[src/rtl/ptmch_spi_rx.sv]
// ptmch_spi_rx: SPI slave receiver for the pattern-match trigger path.
// Oversamples asynchronous SPI_CS/SPI_CLK/SPI_MOSI in the CLK160M domain,
// deserializes ADDR_W+DATA_W bit write frames (MSB first, mode 0) and issues
// one-cycle register-write strobes. Short/long frames pulse FRM_ERR and bump
// a saturating error counter.
// Optional build macro: PTMCH_SPI_GLITCH_FILTER_EN adds a 3-tap majority
// filter on SPI_CLK and SPI_CS (rejects 1-cycle pulses, +1 cycle latency).
module ptmch_spi_rx #(
    parameter int ADDR_W    = 8,
    parameter int DATA_W    = 16,
    parameter int ERR_CNT_W = 8
) (
    input  logic                 CLK160M,
    input  logic                 RESET_N,
    input  logic                 SPI_CS,
    input  logic                 SPI_CLK,
    input  logic                 SPI_MOSI,
    output logic                 WR_EN,
    output logic [ADDR_W-1:0]    WR_ADDR,
    output logic [DATA_W-1:0]    WR_DATA,
    output logic                 FRM_ERR,
    output logic [ERR_CNT_W-1:0] ERR_CNT
);

    localparam int FRAME_LEN = ADDR_W + DATA_W;
    localparam int CNT_W     = $clog2(FRAME_LEN + 1);
    localparam logic [CNT_W-1:0] LAST_BIT = CNT_W'(FRAME_LEN - 1);
`ifdef PTMCH_SPI_GLITCH_FILTER_EN
    localparam int TAP_N = 5;   // 2 sync flops + 3 majority taps
`else
    localparam int TAP_N = 3;   // 2 sync flops + 1 edge-detect delay flop
`endif

    typedef enum logic [1:0] {
        WAIT_IDLE = 2'd0,
        IDLE      = 2'd1,
        SHIFT     = 2'd2,
        DONE      = 2'd3
    } state_t;

    // Pins that get edge detection: index 0 = SPI_CS, index 1 = SPI_CLK
    logic [1:0]       edge_pins;
    logic [TAP_N-1:0] tap_reg [2];
    logic [1:0]       lvl_now;
    logic [1:0]       lvl_prev;
    logic [1:0]       mosi_reg;

    assign edge_pins = {SPI_CLK, SPI_CS};

`ifdef PTMCH_SPI_GLITCH_FILTER_EN
    function automatic logic maj3(input logic a, input logic b, input logic c);
        return (a & b) | (a & c) | (b & c);
    endfunction
`endif

    genvar gi;
    generate
        for (gi = 0; gi < 2; gi++) begin : g_cond
            // Synchronizer plus delay taps for one control pin
            always_ff @(posedge CLK160M) begin
                if (!RESET_N) begin
                    tap_reg[gi] <= '0;
                end else begin
                    tap_reg[gi] <= {tap_reg[gi][TAP_N-2:0], edge_pins[gi]};
                end
            end
`ifdef PTMCH_SPI_GLITCH_FILTER_EN
            // Majority of three consecutive samples; the previous level is the
            // same vote one cycle older, so edges come from filtered levels.
            assign lvl_now[gi]  = maj3(tap_reg[gi][1], tap_reg[gi][2], tap_reg[gi][3]);
            assign lvl_prev[gi] = maj3(tap_reg[gi][2], tap_reg[gi][3], tap_reg[gi][4]);
`else
            assign lvl_now[gi]  = tap_reg[gi][1];
            assign lvl_prev[gi] = tap_reg[gi][2];
`endif
        end
    endgenerate

    // MOSI only needs plain synchronization; it is stable around SCLK rising edges
    always_ff @(posedge CLK160M) begin
        if (!RESET_N) begin
            mosi_reg <= '0;
        end else begin
            mosi_reg <= {mosi_reg[0], SPI_MOSI};
        end
    end

    logic mosi_s;
    logic sclk_rise;
    logic cs_act;
    logic cs_end;      // chip select released (cs_act falling)

    assign mosi_s    = mosi_reg[1];
    assign sclk_rise = lvl_now[1] & ~lvl_prev[1];
    assign cs_act    = ~lvl_now[0];
    assign cs_end    = lvl_now[0] & ~lvl_prev[0];

    state_t                 state_reg, state_next;
    logic [CNT_W-1:0]       cnt_reg, cnt_next;
    logic [FRAME_LEN-1:0]   shift_reg, shift_next;
    logic                   long_reg, long_next;
    logic                   wr_en_reg, wr_en_next;
    logic                   frm_err_reg, frm_err_next;
    logic [ADDR_W-1:0]      addr_reg, addr_next;
    logic [DATA_W-1:0]      data_reg, data_next;
    logic [ERR_CNT_W-1:0]   err_cnt_reg, err_cnt_next;

    // Frame FSM state and output registers
    always_ff @(posedge CLK160M) begin
        if (!RESET_N) begin
            state_reg   <= WAIT_IDLE;
            cnt_reg     <= '0;
            shift_reg   <= '0;
            long_reg    <= 1'b0;
            wr_en_reg   <= 1'b0;
            frm_err_reg <= 1'b0;
            addr_reg    <= '0;
            data_reg    <= '0;
            err_cnt_reg <= '0;
        end else begin
            state_reg   <= state_next;
            cnt_reg     <= cnt_next;
            shift_reg   <= shift_next;
            long_reg    <= long_next;
            wr_en_reg   <= wr_en_next;
            frm_err_reg <= frm_err_next;
            addr_reg    <= addr_next;
            data_reg    <= data_next;
            err_cnt_reg <= err_cnt_next;
        end
    end

    // Next-state, deserializer and strobe generation
    always_comb begin
        state_next   = state_reg;
        cnt_next     = cnt_reg;
        shift_next   = shift_reg;
        long_next    = long_reg;
        wr_en_next   = 1'b0;
        frm_err_next = 1'b0;
        addr_next    = addr_reg;
        data_next    = data_reg;
        case (state_reg)
            WAIT_IDLE: begin
                // Drop whatever frame was in flight until CS is seen released
                if (!cs_act) state_next = IDLE;
            end
            IDLE: begin
                if (cs_act) begin
                    cnt_next   = '0;
                    shift_next = '0;
                    long_next  = 1'b0;
                    state_next = SHIFT;
                end
            end
            SHIFT: begin
                // Final bit wins over a simultaneous CS release
                if (sclk_rise && cnt_reg == LAST_BIT) begin
                    shift_next = {shift_reg[FRAME_LEN-2:0], mosi_s};
                    cnt_next   = cnt_reg + CNT_W'(1);
                    wr_en_next = 1'b1;
                    addr_next  = shift_next[FRAME_LEN-1:DATA_W];
                    data_next  = shift_next[DATA_W-1:0];
                    state_next = DONE;
                end else if (cs_end) begin
                    frm_err_next = 1'b1;
                    state_next   = IDLE;
                end else if (sclk_rise) begin
                    shift_next = {shift_reg[FRAME_LEN-2:0], mosi_s};
                    cnt_next   = cnt_reg + CNT_W'(1);
                end
            end
            DONE: begin
                if (!cs_act) begin
                    state_next = IDLE;
                end else if (sclk_rise && !long_reg) begin
                    // Write already issued; flag the overrun once per frame
                    long_next    = 1'b1;
                    frm_err_next = 1'b1;
                end
            end
            default: state_next = WAIT_IDLE;
        endcase
        err_cnt_next = err_cnt_reg;
        if (frm_err_next && err_cnt_reg != {ERR_CNT_W{1'b1}}) begin
            err_cnt_next = err_cnt_reg + ERR_CNT_W'(1);
        end
    end

    assign WR_EN   = wr_en_reg;
    assign FRM_ERR = frm_err_reg;
    assign WR_ADDR = addr_reg;
    assign WR_DATA = data_reg;
    assign ERR_CNT = err_cnt_reg;

endmodule
[config.mk]
export PLATFORM = sky130hd
export DESIGN_NAME = ptmch_spi_rx
export DESIGN_NICKNAME = d
export VERILOG_FILES = /design/src/rtl/ptmch_spi_rx.sv
export SDC_FILE = /design/constraint.sdc
export NUM_CORES = 1
export LEC_CHECK = 0
export BUFFER_PORTS_ARGS = -buffer_cell sky130_fd_sc_hd__buf_2
export CAP_MARGIN = 10
export CORE_MARGIN = 5
export CORE_UTILIZATION = 45
export CTS_CLUSTER_SIZE = 10
export DETAILED_ROUTE_END_ITERATION = 10
export GPL_ROUTABILITY_DRIVEN = 0
export GPL_TIMING_DRIVEN = 0
export PLACE_DENSITY = 0.65
export SLEW_MARGIN = 10
export SYNTH_ARGS = -nofsm -noshare
export SYNTH_HDL_FRONTEND = slang
export SYNTH_SLANG_ARGS = --single-unit
[constraint.sdc]
create_clock -name CLK160M -period 2.15 [get_ports CLK160M]
set_input_delay 0.43 -clock CLK160M [delete_from_list [all_inputs] [get_ports CLK160M]]
set_output_delay 0.43 -clock CLK160M [all_outputs]
set_load 0.01 [all_outputs]
# After elaboration in Yosys (flattened, before gate mapping)
# Memory sizes are Yosys's and may differ from the RTL's.
# Index checks and enable logic that the tools add are counted.
[totals] ff_bits=67 mem_count=1 wordCells=73 ram_bits=6
[classes] n_eq_ne=12 addsub=2 mux=29 n_reduce_logical=13 bitwise_logic=6
[mem_list] name="tap_reg" depth=2 width=3 read_ports=2 rd_ports_with_merged_regs=0 write_ports=2 line_no="43" rtl="logic [TAP_N-1:0] tap_reg [2];"
[ops] op="two-way mux 23 bit" n=4
[ops] op="one-hot mux 23 bit (2 select lines)" n=1
[ops] op="two-way mux 5 bit" n=4
[ops] op="two-way mux 1 bit" n=10
[ops] op="one-hot mux 5 bit (2 select lines)" n=1
[ops] op="!= test 3 bit (second input constant)" n=3
[ops] op="adder 8 x 1 -> 8 bit (second input constant)" n=1
[ops] op="two-way mux 2 bit" n=4
[ops] op="!= test 8 bit (second input constant)" n=1
[ops] op="AND reduction 4 bit" n=2
[ops] op="two-way mux 3 bit" n=2
[ops] op="!= test 2 bit (second input constant)" n=3
[ops] op="one-hot mux 2 bit (3 select lines)" n=1
[ops] op="adder 5 x 1 -> 5 bit (second input constant)" n=1
[ops] op="== test 5 bit (second input constant)" n=1
[ops] op="== test 2 bit (second input constant)" n=2
[ops] op="one-hot mux 1 bit (2 select lines)" n=2
[ops] op="AND reduction 2 bit" n=2
[ops] op="nonzero test 2 bit" n=2
[ops] op="logical AND 1 bit" n=3
[ops] op="AND reduction 3 bit" n=1
[ops] op="AND 1 bit" n=2
[ops] op="== test 2 x 1 -> 1 bit (second input constant)" n=1
[ops] op="zero test 2 bit" n=1
[ops] op="5 further kinds" n=7

# Depth between registers and ports, before layout
# An unclocked memory read counts as a cell.
[logic_depth] depth_word=8 depth_mapped=9

# Worst setup path after synthesis
# No wires, ideal clock.
[synth_timing] path_type="reg2reg" start="register cnt_reg[0]" end="register cnt_reg[3]" setup_time_ps=70 stages_incl_launch_ff=6 t_arrival_ps=1652 synth_period_minus_slack_ps=1723 path_slack_ps=427 t_required_ps=2080 cell_sequence="dfxtp_1 -> ha_1 -> nand4b_2 -> a221o_1 -> or4_1 -> a21oi_1"
[synth_between] elab_chain_len=5 word_cells_on_any_way=10 classes_between="1 x add/sub; 3 x eq/ne; 4 x mux; 2 x reduce/logical"
[synth_rtl] element="from (decl)" line_no="99" rtl="logic [CNT_W-1:0] cnt_reg, cnt_next;"
[synth_rtl] element="from (signal assigned)" line_no="122" rtl="cnt_reg <= cnt_next;"
[synth_rtl] element="adder 5 x 1 -> 5 bit" line_no="160, 170"
[synth_rtl] element="two-way mux 5 bit" line_no="168" rtl="end else if (sclk_rise) begin"
[synth_rtl] element="two-way mux 5 bit" line_no="165" rtl="end else if (cs_end) begin"
[synth_rtl] element="two-way mux 5 bit" line_no="158" rtl="if (sclk_rise && cnt_reg == LAST_BIT) begin"
[synth_rtl] element="one-hot mux 5 bit (2 select lines)" line_no="143" rtl="case (state_reg)"
# Several ways; a longest one is shown, not always the timed one. The select of a mux whose other input is x is not followed.
# A chain may end at the register's enable or synchronous reset.

# Final worst setup path
[layout_timing] start="register cnt_reg[0]" end="register shift_reg[10]"
[layout_between] elab_chain_len=4 word_cells_on_any_way=7 classes_between="3 x eq/ne; 2 x mux; 2 x reduce/logical"
[layout_rtl] element="== test 5 bit (*)" line_no="158"
[layout_rtl] element="logical AND 1 bit (*)" line_no="158"
[layout_rtl] element="!= test 3 bit (no source line) or two-way mux 23 bit (tied branches)"
[layout_rtl] element="AND reduction 4 bit (no source line) or one-hot mux 23 bit (2 select lines) (tied branches)"
[layout_rtl] element="to (signal assigned)" line_no="123" rtl="shift_reg <= shift_next;"
[layout_rtl] element="to (decl)" line_no="100" rtl="logic [FRAME_LEN-1:0] shift_reg, shift_next;"
# Mark *: on every way between the ends. The rest lies on a longest branch, timed or not.

==> run metrics <==
Worst Reg-to-Reg Cells 6; die width 88.99 um; Post-CTS Setup Repair Bufs 0; Clock transition at path regs 0.07 ns; # nets final 392; min-delay src SPI_CS; net switching power 0.9330 mW; first-iteration detailed-routing DRC count 111; Setup CP Type register to register; CP Max Fanout 10; worst rel slew slack 62.14%; GRT Max-Usage Layer met2; met1 usage 21.00%; I/O pins 39; Achievable Freq 488.0 MHz; TritonRoute pass-1 iters 4; hold depth 2; reg2reg end shift_reg[10]$_SDFFE_PN0P_; syn_nets 344; synth unique cells 37; DRC viols 0; R2R Setup Slk 0.10 ns; die area 0.007919 sq mm; global-route wire length before repair 10100 um; Gate power share 20.6%; commonest cells after routing, fill and taps aside nand2_1, dfxtp_1, a21oi_1; synth warn 0; number of H-tree levels 3; final instance count without filler cells 461; fin crit share 95.31%; dpl hpwl 4027 um; dpl cells 446; initial core utilization 46.87%; most common cell after layout, fill and taps aside nand2_1; layout cell share with drive strength beyond 1 17.36%; cells after synthesis 333; final hold slack 0.2950 ns; largest net degree at the start of global routing 12; met2 Use GR 25.71%; Max Cap Viol 0; GRT Residual Overflow 0; Startpoint Class register; status finished clean; Area Growth Syn to Fin 15.64%; Vias per Instance 5.241; CTS sink count 73; worst path required time 2.41 ns; gr usage total 16.23%; peak supply drop 527.5 uV; worst-path cell chain ha_1 -> nand4b_2 -> a221oi_2 -> buf_2 -> nand3_1 -> a21oi_1; routed wire length 5919 um; clock insertion delay at the later pin of the skew report 0.34 ns; final-layout fill cell count 594; Synth Cell Area 0.002808 sq mm; worst path bufs/invs 1; Worst path max stage delay 0.57 ns; row count 28; number of global-route vias before repair 2255; Fin Clk Skew 0.005510 ns; Post-Syn Area per Cell 8.432 sq um; HP Class input pin to register; Critical-path top delay cell a221oi_2; PwrDens 890.0 mW/mm^2; worst-case clock buffer depth 2; RSZ-0062 raised after global routing true; Hold Fails Final Rpt 0; Port Buffers 38; Top Family by Delay on Critical Path compound AO/OA/AOI/OAI gates; sequential share of power 48.7%; Die Y-Extent 88.99 um; Worst Path Arrival 2.31 ns; DRT antenna net count 0; WHS Endpoint tap_reg[0][0]$_SDFF_PN0_; crit path from cnt_reg[0]$_SDFFE_PN0P_; post-synthesis sequential area ratio 52.05%; GR Util met3 3.410%; core area 0.005991 sq mm; Pleak 1.230 nW; Least-Margin Pin Slew 0.5679 ns; Tmin final 2.049 ns; antenna cell count 0; Slew Viols, Final 0; clock network power share 30.7%; Vias 2416; Int Power 1.957 mW; Setup violations, final 0; CTS Buf Count 9; CTS root buf clkbuf_8; crit end category register; wire per inst 12.84 um; #FFs+latches synth 73; switch share 32.29%; CTS tree yes; FF-to-FF Start cnt_reg[0]$_SDFFE_PN0P_; initial antenna violation count 0; max reg flops 23
## power by group through the flow
| stage | Clock (mW) | Combinational (mW) | Sequential, mW |
|---|---|---|---|
| final | 0.887 | 0.595 | 1.41 |
| after global routing | 0.979 | 0.685 | 1.41 |
| after CTS | 0.924 | 0.598 | 1.41 |
| after detailed placement | 0 | 0.594 | 1.44 |
| after global placement | 0 | 0.591 | 1.44 |
| after floorplan | 0 | 0.450 | 1.43 |
## final cells by class
| type | instances | area, sq um | area share (%) |
|---|---|---|---|
| Buffer | 21 | 93.84 | 2.890 |
| Clock buffer | 12 | 135.1 | 4.162 |
| Clock inverter | 4 | 20.02 | 0.6166 |
| Inverter | 8 | 30.03 | 0.9249 |
| Multi-Input combinational cell | 230 | 1222 | 37.65 |
| Sequential cell | 73 | 1461 | 45.01 |
| Tap cell | 75 | 93.84 | 2.890 |
| Timing Repair Buffer | 38 | 190.2 | 5.857 |
## worst max path at each step
| stage | depth (start not counted) | to | slack [ns] |
|---|---|---|---|
| 3_5_place_dp | 8 | WR_ADDR[6]$_SDFFE_PN0P_ | -0.02 |
| 4_1_cts | 8 | WR_DATA[7]$_SDFFE_PN0P_ | 0.04 |
| 2_1_floorplan | 5 | cnt_reg[3]$_SDFFE_PN0P_ | 0.43 |
| 3_3_place_gp | 8 | WR_ADDR[4]$_SDFFE_PN0P_ | 0.02 |
| 5_1_grt | 7 | WR_DATA[4]$_SDFFE_PN0P_ | -0.14 |
| 6_report | 6 | shift_reg[10]$_SDFFE_PN0P_ | 0.10 |
## logic make-up after synthesis
group / after synthesis / synth area share [%]
and+or+nand+nor: 142 / 24.47
AOI/OAI and AO/OA: 81 / 16.09
DFF: 73 / 52.05
buffers and inverters: 30 / 4.412
adders and majority gates: 6 / 2.674
xor gates and xnor gates: 1 / 0.3120
## Yosys cell counts
master | count | share of area (%)
o21ai_1 | 4 | 0.71
dfxtp_1 | 73 | 52
or3_1 | 4 | 0.89
nor2_1 | 7 | 0.94
nand3_1 | 30 | 5.3
or4_1 | 3 | 0.80
nand4b_1 | 1 | 0.31
and2b_4 | 1 | 0.36
nand4b_2 | 1 | 0.53
clkbuf_1 | 15 | 2.0
a221oi_2 | 1 | 0.53
o41ai_1 | 1 | 0.31
inv_1 | 7 | 0.94
or4b_1 | 1 | 0.36
ha_1 | 6 | 2.7
and2_1 | 10 | 2.2
nand2b_1 | 1 | 0.22
a211oi_1 | 3 | 0.80
buf_2 | 6 | 1.1
o31a_1 | 1 | 0.31
nor3_2 | 1 | 0.36
a21oi_1 | 57 | 10
inv_2 | 1 | 0.13
a221o_1 | 1 | 0.36
xor2_1 | 1 | 0.31
o221ai_1 | 1 | 0.31
o21a_1 | 1 | 0.27
o31ai_1 | 1 | 0.27
nor4b_4 | 1 | 0.85
nand4_1 | 2 | 0.45
o211ai_1 | 1 | 0.27
nand2_1 | 77 | 10
nor4_1 | 1 | 0.22
o211a_1 | 1 | 0.36
and4_1 | 1 | 0.31
buf_4 | 1 | 0.27
o21ai_0 | 8 | 1.4
## timing repair
action | CTS | global route
pin swaps | 0 | 0
hold buffers | 0 | 0
resized for setup | 2 | 2
endpoints found under the hold margin | 0 | 0
endpoints found under the setup margin | 9 | 40
## per-stage QoR
step | cell area [sq um] | worst slack (ns) | util (%) | power, mW | TNS (ns)
4_1_cts | 3249 | 0.03791 | 54.24 | 2.928 | 0
3_5_place_dp | 3092 | -0.01586 | 51.61 | 2.032 | -0.01653
2_1_floorplan | 2808 | 0.4272 | - | 1.883 | 0
5_1_grt | 3247 | -0.1367 | 54.20 | 3.073 | -2.709
6_report | 3247 | 0.1008 | 54.20 | 2.890 | 0
3_3_place_gp | 3092 | 0.01842 | 51.61 | 2.029 | 0
## layer usage
metal | part of all wire, % | up-vias
met3 | 5.4 | 7
met2 | 47 | 62
met4 | 0.84 | 0
met5 | 0 | -
li1 | - | 1237
met1 | 47 | 1110
No activity file was read; power rests on OpenSTA's default activity.
